--- config.mk ---
export PLATFORM = sky130hd
export DESIGN_NAME = lcd_cmd_seq
export DESIGN_NICKNAME = d
export VERILOG_FILES = /design/src/rtl/lcd_cmd_seq.sv
export SDC_FILE = /design/constraint.sdc
export NUM_CORES = 1
export LEC_CHECK = 0
export CAP_MARGIN = 5
export CORE_UTILIZATION = 55
export DETAILED_ROUTE_END_ITERATION = 10
export GPL_ROUTABILITY_DRIVEN = 0
export PLACE_DENSITY_LB_ADDON = 0.15
export SLEW_MARGIN = 25
export SYNTH_ARGS = -nofsm -noshare
export SYNTH_HDL_FRONTEND = slang
export SYNTH_SLANG_ARGS = --single-unit
export TNS_END_PERCENT = 5
--- constraint.sdc ---
create_clock -name clk -period 4.5 [get_ports clk]
set_clock_uncertainty 0.1 [all_clocks]
set_input_delay 0.9 -clock clk [delete_from_list [all_inputs] [get_ports clk]]
set_output_delay 0.9 -clock clk [all_outputs]
set_load 0.03 [all_outputs]
--- src/rtl/lcd_cmd_seq.sv ---
// ---------------------------------------------------------------------------
// lcd_cmd_seq
//
// Command sequencer placed directly in front of the LCD image controller.
// The host pushes 4-bit opcodes into a small FIFO. The sequencer issues them
// to the controller one at a time as a single-cycle strobe on cmd/cmd_valid.
// It waits for the controller's busy level before each issue. It also checks
// that the controller acknowledges every issue by raising busy.
//
// Parameters
//   DEPTH : FIFO entries (power of two, >= 2)
//   CW    : width of issued_cnt
//
// Ports
//   clk, reset         : single rising-edge clock, synchronous active-high reset
//   in_valid, in_cmd   : host opcode offer (legal opcodes 0..11)
//   in_ready           : FIFO has room (no pass-through on a same-cycle pop)
//   cmd, cmd_valid     : opcode and one-cycle issue strobe to the controller
//   busy, done         : controller busy level and frame-write-complete pulse
//   fifo_count         : current FIFO occupancy
//   issued_cnt         : commands issued (wraps)
//   frame_cnt          : done pulses seen (wraps)
//   err_opcode         : sticky, an illegal opcode was dropped
//   err_hs             : sticky, controller did not raise busy after an issue
// ---------------------------------------------------------------------------
module lcd_cmd_seq #(
  parameter int DEPTH = 16,
  parameter int CW    = 16
) (
  input  logic                     clk,
  input  logic                     reset,
  input  logic                     in_valid,
  input  logic [3:0]               in_cmd,
  output logic                     in_ready,
  output logic [3:0]               cmd,
  output logic                     cmd_valid,
  input  logic                     busy,
  input  logic                     done,
  output logic [$clog2(DEPTH):0]   fifo_count,
  output logic [CW-1:0]            issued_cnt,
  output logic [7:0]               frame_cnt,
  output logic                     err_opcode,
  output logic                     err_hs
);

  localparam int AW   = $clog2(DEPTH);
  localparam int CNTW = AW + 1;
  localparam logic [3:0] MAX_LEGAL_OP = 4'd11;

  typedef enum logic [1:0] {
    ST_READY,
    ST_ISSUE,
    ST_ACK,
    ST_EXEC
  } state_t;

  // -------------------------------------------------------------------------
  // State
  // -------------------------------------------------------------------------
  state_t              state_q, state_d;

  logic [3:0]          mem_q [DEPTH];
  logic [AW-1:0]       wr_ptr_q, wr_ptr_d;
  logic [AW-1:0]       rd_ptr_q, rd_ptr_d;
  logic [CNTW-1:0]     count_q, count_d;

  logic [3:0]          cmd_q, cmd_d;
  logic                cmd_valid_q, cmd_valid_d;
  logic [CW-1:0]       issued_q, issued_d;
  logic [7:0]          frame_q, frame_d;
  logic                err_opcode_q, err_opcode_d;
  logic                err_hs_q, err_hs_d;

  // -------------------------------------------------------------------------
  // Push side
  // -------------------------------------------------------------------------
  logic fifo_full;
  logic fifo_empty;
  logic push_hs;      // host handshake completes (legal or not)
  logic push_store;   // handshake with a legal opcode: write into the FIFO
  logic push_drop;    // handshake with an illegal opcode: flag and discard
  logic pop;

  // Readiness depends only on the registered count. A pop in the same cycle
  // does not open a slot early.
  assign fifo_full  = (count_q == CNTW'(DEPTH));
  assign fifo_empty = (count_q == '0);
  assign in_ready   = !fifo_full;

  assign push_hs    = in_valid && in_ready;
  assign push_store = push_hs && (in_cmd <= MAX_LEGAL_OP);
  assign push_drop  = push_hs && (in_cmd >  MAX_LEGAL_OP);

  // FIFO storage is never cleared. Reset only moves the pointers, so stale
  // entries stay unreachable until they are overwritten.
  always_ff @(posedge clk) begin
    if (push_store) begin
      mem_q[wr_ptr_q] <= in_cmd;
    end
  end

  always_comb begin
    wr_ptr_d     = wr_ptr_q;
    err_opcode_d = err_opcode_q;
    if (push_store) begin
      wr_ptr_d = wr_ptr_q + 1'b1;
    end
    if (push_drop) begin
      err_opcode_d = 1'b1;
    end
  end

  // Occupancy: a simultaneous store and pop leaves the count unchanged.
  always_comb begin
    count_d = count_q;
    unique case ({push_store, pop})
      2'b10:   count_d = count_q + 1'b1;
      2'b01:   count_d = count_q - 1'b1;
      default: count_d = count_q;
    endcase
  end

  // -------------------------------------------------------------------------
  // Issue FSM
  // -------------------------------------------------------------------------
  always_comb begin
    state_d     = state_q;
    cmd_d       = cmd_q;          // cmd holds its last issued value
    cmd_valid_d = 1'b0;           // strobe lasts exactly one cycle
    rd_ptr_d    = rd_ptr_q;
    issued_d    = issued_q;
    err_hs_d    = err_hs_q;
    pop         = 1'b0;

    unique case (state_q)
      ST_READY: begin
        // The head is registered straight into cmd. This gives the
        // one-cycle issue latency from the deciding cycle.
        if (!busy && !fifo_empty) begin
          pop         = 1'b1;
          cmd_d       = mem_q[rd_ptr_q];
          cmd_valid_d = 1'b1;
          rd_ptr_d    = rd_ptr_q + 1'b1;
          issued_d    = issued_q + 1'b1;
          state_d     = ST_ISSUE;
        end
      end

      ST_ISSUE: begin
        // The controller samples the strobe during this cycle.
        state_d = ST_ACK;
      end

      ST_ACK: begin
        // The controller must have raised busy one cycle after sampling.
        // If it did not, the command is lost and is not retried.
        if (busy) begin
          state_d = ST_EXEC;
        end else begin
          err_hs_d = 1'b1;
          state_d  = ST_READY;
        end
      end

      ST_EXEC: begin
        if (!busy) begin
          state_d = ST_READY;
        end
      end

      default: begin
        state_d = ST_READY;
      end
    endcase
  end

  // Frame counter runs independently of the FSM.
  always_comb begin
    frame_d = frame_q;
    if (done) begin
      frame_d = frame_q + 8'd1;
    end
  end

  // -------------------------------------------------------------------------
  // Registers
  // -------------------------------------------------------------------------
  always_ff @(posedge clk) begin
    if (reset) begin
      state_q      <= ST_READY;
      wr_ptr_q     <= '0;
      rd_ptr_q     <= '0;
      count_q      <= '0;
      cmd_q        <= 4'd0;
      cmd_valid_q  <= 1'b0;
      issued_q     <= '0;
      frame_q      <= 8'd0;
      err_opcode_q <= 1'b0;
      err_hs_q     <= 1'b0;
    end else begin
      state_q      <= state_d;
      wr_ptr_q     <= wr_ptr_d;
      rd_ptr_q     <= rd_ptr_d;
      count_q      <= count_d;
      cmd_q        <= cmd_d;
      cmd_valid_q  <= cmd_valid_d;
      issued_q     <= issued_d;
      frame_q      <= frame_d;
      err_opcode_q <= err_opcode_d;
      err_hs_q     <= err_hs_d;
    end
  end

  // -------------------------------------------------------------------------
  // Outputs
  // -------------------------------------------------------------------------
  assign cmd        = cmd_q;
  assign cmd_valid  = cmd_valid_q;
  assign fifo_count = count_q;
  assign issued_cnt = issued_q;
  assign frame_cnt  = frame_q;
  assign err_opcode = err_opcode_q;
  assign err_hs     = err_hs_q;

endmodule

-- Word level (Yosys, flattened, before mapping)
Memory sizes are Yosys's and may differ from the RTL's. A register that Yosys moved wholly into a read port is not among the register bits.
Index checks and enable logic that the tools add are counted.
- register bits: 42
- bits in writable memories: 64
- output and inout port bits: 37
- logic and storage cells: 49
- memories: 1
- add/subtract/negate cells: 6
- $lt $le $gt $ge: 2
- eq/ne operators: 8
- mux-type cells: 9
- bitwise logic cells: 1
- reduce and logical (&&, ||, !) cells: 13
- memory list (memory ; depth ; bits a word ; rd ports ; clocked after Yosys merged registers in ; write ports ; line ; text):
    mem_q ; 16 ; 4 ; 1 ; 1 ; 1 ; 62 ; logic [3:0] mem_q [DEPTH];
- operator list (cell ; count):
    $add A16 B1 Y16 const B ; 1
    $pmux W5 S2 ; 1
    $add A4 B1 Y4 const B ; 2
    $add A8 B1 Y8 const B ; 1
    $pmux W2 S4 ; 1
    $eq A2 B2 Y1 const B ; 3
    $mux W2 ; 3
    $reduce_and A2 Y1 ; 3
    $add A5 B1 Y5 const B ; 1
    $eq A5 B5 Y1 const B ; 1
    $logic_not A5 Y1 ; 1
    $sub A5 B1 Y5 const B ; 1
    $eq A2 B1 Y1 const B ; 2
    $gt A4 B4 Y1 const B ; 1
    $le A4 B4 Y1 const B ; 1
    $logic_and A1 B1 Y1 ; 4
    $mux W1 ; 4
    $ne A2 B2 Y1 const B ; 2
    $logic_not A1 Y1 ; 3
    $logic_not A2 Y1 ; 1
    $reduce_bool A2 Y1 ; 1
    $not A1 Y1 ; 1

-- Logic depth before layout (Yosys ltp)
Gate-level depths: netlist (run 1).
- depth after elaboration: 7
- depth in mapped cells: 14
- gate-level depth less buffers: 11

-- Worst setup path after synthesis (run 1)
OpenSTA, ideal clock, no wires.
- kind: register to register
- start point: register count_q[2], in the netlist fifo_count[2]
- end point: register count_q[4], in the netlist fifo_count[4]
- library setup time: 121 ps
- arrival: 3219 ps
- data required time: 4279 ps
- slack: 1060 ps
- cell stages (with the launch flop): 15
- buffers on the path: 3
- clock period less this slack: 3440 ps
- path through: dfxtp_1 -> buf_6 -> or4_4 -> o21ai_4 -> inv_2 -> buf_6 -> ha_1 -> clkbuf_1 -> xor2_1 -> ha_1 -> a21o_1 -> o21ai_0 -> nand3b_1 -> a31oi_1 -> mux2_2
- word-level cells in the longest chain between the ends: 7
- elaborated cells on any way between the ends: 15
- those cells by class: 2 x add/sub; 3 x eq/ne; 3 x mux; 7 x reduce/logical
- RTL lines (what ; line ; text):
    start: declaration ; 65 ; logic [CNTW-1:0] count_q, count_d;
    start signal: assignment ; 204 ; count_q <= count_d;
    $logic_not A5 Y1 ; 87 ; assign fifo_empty = (count_q == '0);
    $logic_not A1 Y1 ; 139 ; if (!busy && !fifo_empty) begin
    $logic_and A1 B1 Y1 ; 139 ;
    $mux W1 ; 139 ;
    $mux W1 ; n/a ;
    $eq A2 B1 Y1 or $eq A2 B2 Y1 (tied branches) ; 116 ; unique case ({push_store, pop})
    $pmux W5 S2 or $reduce_bool A2 Y1 (tied branches) ; n/a ;
Several ways; a longest one is shown, not always the timed one.
A chain may end at the register's enable or synchronous reset.

-- Worst setup path after layout (run 1)
- start point: input port in_cmd[3]
- end point: register count_q[4], in the netlist fifo_count[4]
- word-level cells in the longest chain between the ends: 4
- elaborated cells on any way between the ends: 6
- those cells by class: 1 x order compare; 2 x eq/ne; 1 x mux; 2 x reduce/logical
- RTL lines (what ; line ; text):
    start: declaration ; 33 ; input logic [3:0] in_cmd,
    $le A4 B4 Y1 * ; 91 ; assign push_store = push_hs && (in_cmd <= MAX_LEGAL_OP);
    $logic_and A1 B1 Y1 * ; 91 ;
    $eq A2 B1 Y1 or $eq A2 B2 Y1 (tied branches) ; 116 ;
    $pmux W5 S2 or $reduce_bool A2 Y1 (tied branches) ; n/a ;
Mark *: on every way between the ends. The rest lies on a longest branch, timed or not.

==> impl_results.md, run 1 <==
* Max Freq at 0.295 GHz
* Core area at 8260 um2
* Outcome: finished clean
* Synthesized area at 4700 um2
* Leading area contributor after synthesis: edfxtp_1
* Critical Path AT at 3.55 ns
* Period minus WS final at 3.39 ns
* VDD IR max at 0.325 mV
* Drt pass-1 iters at 4
* Via count at 3,017
* Dominant synthesized flop cell: edfxtp_1
* Internal at 1.68 mW
* Root buffer cell: clkbuf_8
* Clock Path Buffers at 2
* H-tree lvl count at 3
* I/O pins at 46
* Wire per inst at 16.5 um
* Antenna Cells at 0
* Worst slew margin at 40.8%
* Seq/Total Area, Yosys at 60.5%
* Row count at 33
* Worst Max-Slew Pin Slew at 0.888 ns
* Leak at 1.80 nW
* Area Growth Syn to Fin at 15.3%
* PostCTS Resize Cnt at 0
* Global route hottest layer: met2
* DRT iter0 DRCs at 144
* Worst hold-check path type: reg2reg
* Worst setup EP type: register
* Met1 Use GR at 30.4%
* Synth Register Bits at 110
* CP Class: in2reg
* Setup total negative slack at 0 ns
* Reported net switching power at 811 uW
* Post-Synthesis Net Count at 408
* Final HPWL DP at 5.89 mm
* DRT Wirelength at 8.85 mm
* Avg Inst Size Synth at 12.1 um2
* Setup slack at placement at 0.720 ns
* Max Cap Viol at 0
* CTS buffer count at 9
* Vias per std cell at 5.61
* Post-CTS Setup Repair Bufs at 0
* CTS tree: yes
* Initial antenna violation count at 0
* Final-layout fill cell count at 644
* Crit start category: primary input
* Fin. max-slew vios at 0
* Sw Ratio at 32.6%
* Die area at 8920 um2
* Yosys cell types at 46
* Clock transition at path regs at 0.10 ns
* Final setup violation count at 0
* RSZ-0062 raised after global routing: no
* Placed inst area at 5210 um2
* Fin area at 5420 um2
* Number of global-route vias before repair at 2,854
* Sequential share of power at 49.5%
* Power per Cell Area at 460 nW/um2
* Synthesis Warnings at 0
* Worst setup margin at 1.11 ns
* # hold bufs at CTS at 0
* Critical Path RT at 4.66 ns
* Final period util at 75.3%
* Hold_ws at 0.387 ns
* Combinational power share at 26.1%
* Layout cells sized above 1 at 10.2%
* Nets@finish at 448
* Total gr overflow at 0
* Largest net degree at the start of global routing at 50
* Met3 Use GR at 3.86%
* Post-Syn Instances at 388
* TritonCTS Sinks at 110
* Asr flop ratio synth at 0%
* Die Y-Extent at 94.4 um
* Top cell type's share of synthesized area at 40.9%
* Critical path fanouts, max at 10
* Initial Util at 56.9%
* GRT Total Usage at 21.6%
* EDFF count, synth at 64
* Count of input and output buffers at 45
* Width of the die at 94.4 um
* Commonest cells post-synth: edfxtp_1, nor2_1, dfxtp_1
* Final antenna-violating net count at 0
* Count leader, synth: edfxtp_1
* Final hold violation count at 0
* Worst-Skew Late Latency at 0.37 ns
* Synth area leaders: edfxtp_1, dfxtp_1, nor2_1, mux4_2, ha_1
* Drt drc at 0
* Clock network fraction of total power at 24.4%
* Met2 usage at 32.8%
* Global-route wire length before repair at 14.2 mm
power by group through the flow:
| stage | Clock [mW] | Combinational, mW | Sequential, mW |
|---|---|---|---|
| final | 0.608 | 0.651 | 1.23 |
| after global routing | 0.658 | 0.712 | 1.25 |
| after CTS | 0.620 | 0.654 | 1.23 |
| after detailed placement | 0 | 0.650 | 1.26 |
| after global placement | 0 | 0.638 | 1.25 |
| after floorplan | 0 | 0.422 | 1.29 |
stage by stage:
stage | utilization (%) | power (mW) | instances
after detailed placement | 63.1 | 1.91 | 522
after CTS | 65.6 | 2.51 | 538
after floorplan | - | 1.71 | 388
final | 65.6 | 2.49 | 538
after global placement | 63.1 | 1.89 | 522
after global routing | 65.6 | 2.62 | 538
worst paths after layout:
kind	from	end	slack, ns	cells past startpoint
hold / removal	frame_cnt[7]$_SDFFE_PP0P_	frame_cnt[7]$_SDFFE_PP0P_	0.39	2
setup / recovery	in_cmd[3]	fifo_count[4]$_SDFFE_PP0P_	1.11	12
setup reg to reg	fifo_count[2]$_SDFFE_PP0P_	fifo_count[4]$_SDFFE_PP0P_	1.28	11
hold reg to reg	frame_cnt[7]$_SDFFE_PP0P_	frame_cnt[7]$_SDFFE_PP0P_	0.39	2
worst max-delay path, stage by stage:
cell and delay, ns:
clkdlybuf4s50_1 0.49, a221oi_2 0.27, buf_4 0.19, inv_1 0.07, ha_1 0.30, xor2_1 0.18, ha_1 0.21, a21o_1 0.17
o21ai_0 0.15, nand3b_1 0.09, a31oi_1 0.18, mux2_2 0.34
placed cells by master (no fill, tap or decap), types with 2 or more instances in the layout:
master           instances
a21oi_1                 12
nand2b_1                 5
xor2_1                  15
clkbuf_8                 9
clkinv_4                 3
nor2b_1                  9
buf_4                    5
or3_1                    5
clkdlybuf4s50_1         44
nor4_1                   7
mux2i_1                 10
nor3b_1                  6
dfxtp_1                 46
o21ai_0                 13
nand3_1                  6
edfxtp_1                64
mux2_2                   5
inv_1                    6
nand2_1                 22
nor2_1                  54
mux4_2                   8
nand3b_1                 2
nand4_1                  9
a2111oi_0                4
ha_1                    11
inv_6                    2
nor3_1                  16
o22ai_1                  4
xnor2_1                 11
area by class of cell:
class	count	area (um2)	area share, %
multi-input cells	250	1730	31.9
clock buffers	9	124	2.29
inverters	7	26.3	0.485
well taps	105	131	2.42
flip-flops and latches	110	2840	52.5
repair buffers	50	483	8.91
clock inverters	7	81.3	1.50
routing by layer:
| layer | share of wire (%) | up-vias |
|---|---|---|
| met5 | 0 | - |
| met4 | 2.2 | 0 |
| met3 | 3.6 | 15 |
| met2 | 46 | 67 |
| met1 | 49 | 1459 |
| li1 | - | 1476 |
flip-flops by register name, indices dropped and copies added (netlist names):
register / count
fifo_count: 5
issued_cnt: 16
rd_ptr_q: 4
cmd: 4
wr_ptr_q: 4
cmd_valid: 1
state_q: 2
frame_cnt: 8
err_hs: 1
mem_q: 64
err_opcode: 1
logic make-up after synthesis:
group           share of synthesized area, %
fa+ha+maj                               2.93
compound gates                          6.05
simple gates                            15.5
flops                                   60.5
mux                                     7.16
xor+xnor                                5.19
buf+inv                                 2.66
(Power assumes the default switching activity.)
==> run 2: changes to the inputs <==
CORE_UTILIZATION = 51   (was 55)
clock period = 2.9 ns   (was 4.5 ns; I/O delays follow)
==> impl_results.md, run 2 (synthesized netlist as in run 1, its figures left out) <==
* Sequential share of power at 45.1%
* CTS buffer count at 9
* VDD IR max at 0.425 mV
* Largest Register: mem_q
* Final antenna-violating net count at 0
* Final HPWL DP at 6.47 mm
* Row count at 34
* Nets@finish at 472
* Crit start category: primary input
* Largest net degree at the start of global routing at 37
* Clock network fraction of total power at 23.0%
* CP max stage delay at 0.48 ns
* Initial Util at 53.4%
* Critical path fanouts, max at 4
* Final period util at 95.5%
* Core Util, Final at 64.0%
* Clock transition at path regs at 0.11 ns
* Internal at 2.74 mW
* Max Freq at 0.361 GHz
* Fin. max-slew vios at 0
* Combinational power share at 31.9%
* Commonest non-fill, non-tap cell in the layout: edfxtp_1
* Critical Path AT at 2.96 ns
* Die area at 9600 um2
* TritonCTS Sinks at 110
* Global-route wire length before repair at 15.4 mm
* Vias per std cell at 5.56
* Critical Path RT at 3.09 ns
* Worst slew margin at 42.5%
* Count of input and output buffers at 45
* Wire per inst at 16.5 um
* Most used cell, CP: o21ai_0
* H-tree lvl count at 3
* Worst setup EP type: register
* Number of global-route vias before repair at 3,023
* Power per Cell Area at 733 nW/um2
* Antenna Cells at 0
* Layout cells sized above 1 at 16.0%
* Clock Path Buffers at 2
* RSZ-0062 raised after global routing: no
* Total power draw at 4.13 mW
* Final-layout fill cell count at 680
* Setup slack at placement at -0.234 ns
* Worst-Skew Late Latency at 0.39 ns
* Drt drc at 5
* Worst hold-check path type: reg2reg
* Drt pass-1 iters at 7
* DRT iter0 DRCs at 99
* Via count at 3,141
* Reported net switching power at 1.39 mW
* Width of the die at 98.0 um
* CP Class: in2reg
* GRT Total Usage at 21.0%
* Critical path, cell by cell: clkdlybuf4s50_1, a221oi_2, inv_1, ha_4, buf_4, ha_1, o21ai_0, nor2_1, o21ai_0, a31oi_1, mux2_2
* Flip-flop count of the largest register after layout at 64
* Worst Max-Slew Pin Slew at 0.862 ns
* Area Growth Syn to Fin at 20.0%
* Outcome: finished with violations
* Final setup violation count at 0
* Max Cap Viol at 0
* CTS tree: yes
* Slowest cell on crit path: clkdlybuf4s50_1
* Final hold violation count at 0
* Sw Ratio at 33.7%
* Die Y-Extent at 98.0 um
* I/O pins at 46
* Initial antenna violation count at 0
* Period minus WS final at 2.77 ns
* Worst setup margin at 0.130 ns
* Failing checks: DRC
* Total gr overflow at 0
* Commonest cells after routing, fill and taps aside: edfxtp_1, nor2_1, dfxtp_1, clkdlybuf4s50_1, buf_4
* DRT Wirelength at 9.35 mm
* Leak at 1.93 nW
* Root buffer cell: clkbuf_8
* Core area at 8810 um2
==> run 2: per-layer routing <==
metal / wire, um / track usage [%] / vias up
met4: 124 / 7.81 / 0
met2: 4540 / 34.7 / 78
met3: 380 / 4.44 / 10
met1: 4300 / 27.4 / 1515
li1: - / - / 1538
met5: 0 / 0 / -
==> run 2: power groups by stage <==
stage               clock network, mW  registers [mW]  logic, mW
detailed placement                  0            1.90       1.28
finish                          0.949            1.87       1.32
global route                     1.02            1.89       1.43
floorplan                           0            2.01      0.681
global placement                    0            1.90       1.25
CTS                             0.978            1.87       1.29
==> run 2: worst max-delay path: cells and delay by family <==
family                     cells  cell delay (ns)
buffers and inverters          3             0.73
muxes                          1             0.35
and+or+nand+nor                1             0.10
AOI/OAI and AO/OA              4             0.71
adders and majority gates      2             0.50
==> run 2: worst paths after layout <==
path / from / endpoint / slack, ns / cells after the start
hold reg to reg: err_opcode$_SDFFE_PP0P_ / err_opcode$_SDFFE_PP0P_ / 0.39 / 2
hold / removal: err_opcode$_SDFFE_PP0P_ / err_opcode$_SDFFE_PP0P_ / 0.39 / 2
setup reg to reg: fifo_count[2]$_SDFFE_PP0P_ / fifo_count[4]$_SDFFE_PP0P_ / 0.15 / 11
setup / recovery: in_cmd[2] / fifo_count[4]$_SDFFE_PP0P_ / 0.13 / 11
==> run 2: per-stage QoR <==
| step | area [um2] | hold slack (ns) | instances | setup TNS (ns) |
|---|---|---|---|---|
| 2_1_floorplan | 4730 | 0.374 | 388 | -0.503 |
| 3_3_place_gp | 5410 | 0.352 | 548 | -0.312 |
| 3_5_place_dp | 5410 | 0.362 | 548 | -0.386 |
| 4_1_cts | 5620 | 0.393 | 564 | 0 |
| 5_1_grt | 5640 | 0.430 | 565 | 0 |
| 6_report | 5640 | 0.392 | 565 | 0 |
==> run 2: final cells by class <==
class	instances	area (um2)	share of cell area, %
clock buffers	9	124	2.20
well taps	108	135	2.40
repair buffers	74	663	11.8
multi-input cells	250	1750	31.1
clock inverters	7	88.8	1.58
inverters	7	26.3	0.466
flip-flops and latches	110	2850	50.5
==> run 2: timing repair <==
action,CTS,global route
hold buffers,0,0
setup buffers,0,1
setup endpoints to repair,0,1
gates resized for setup,0,1
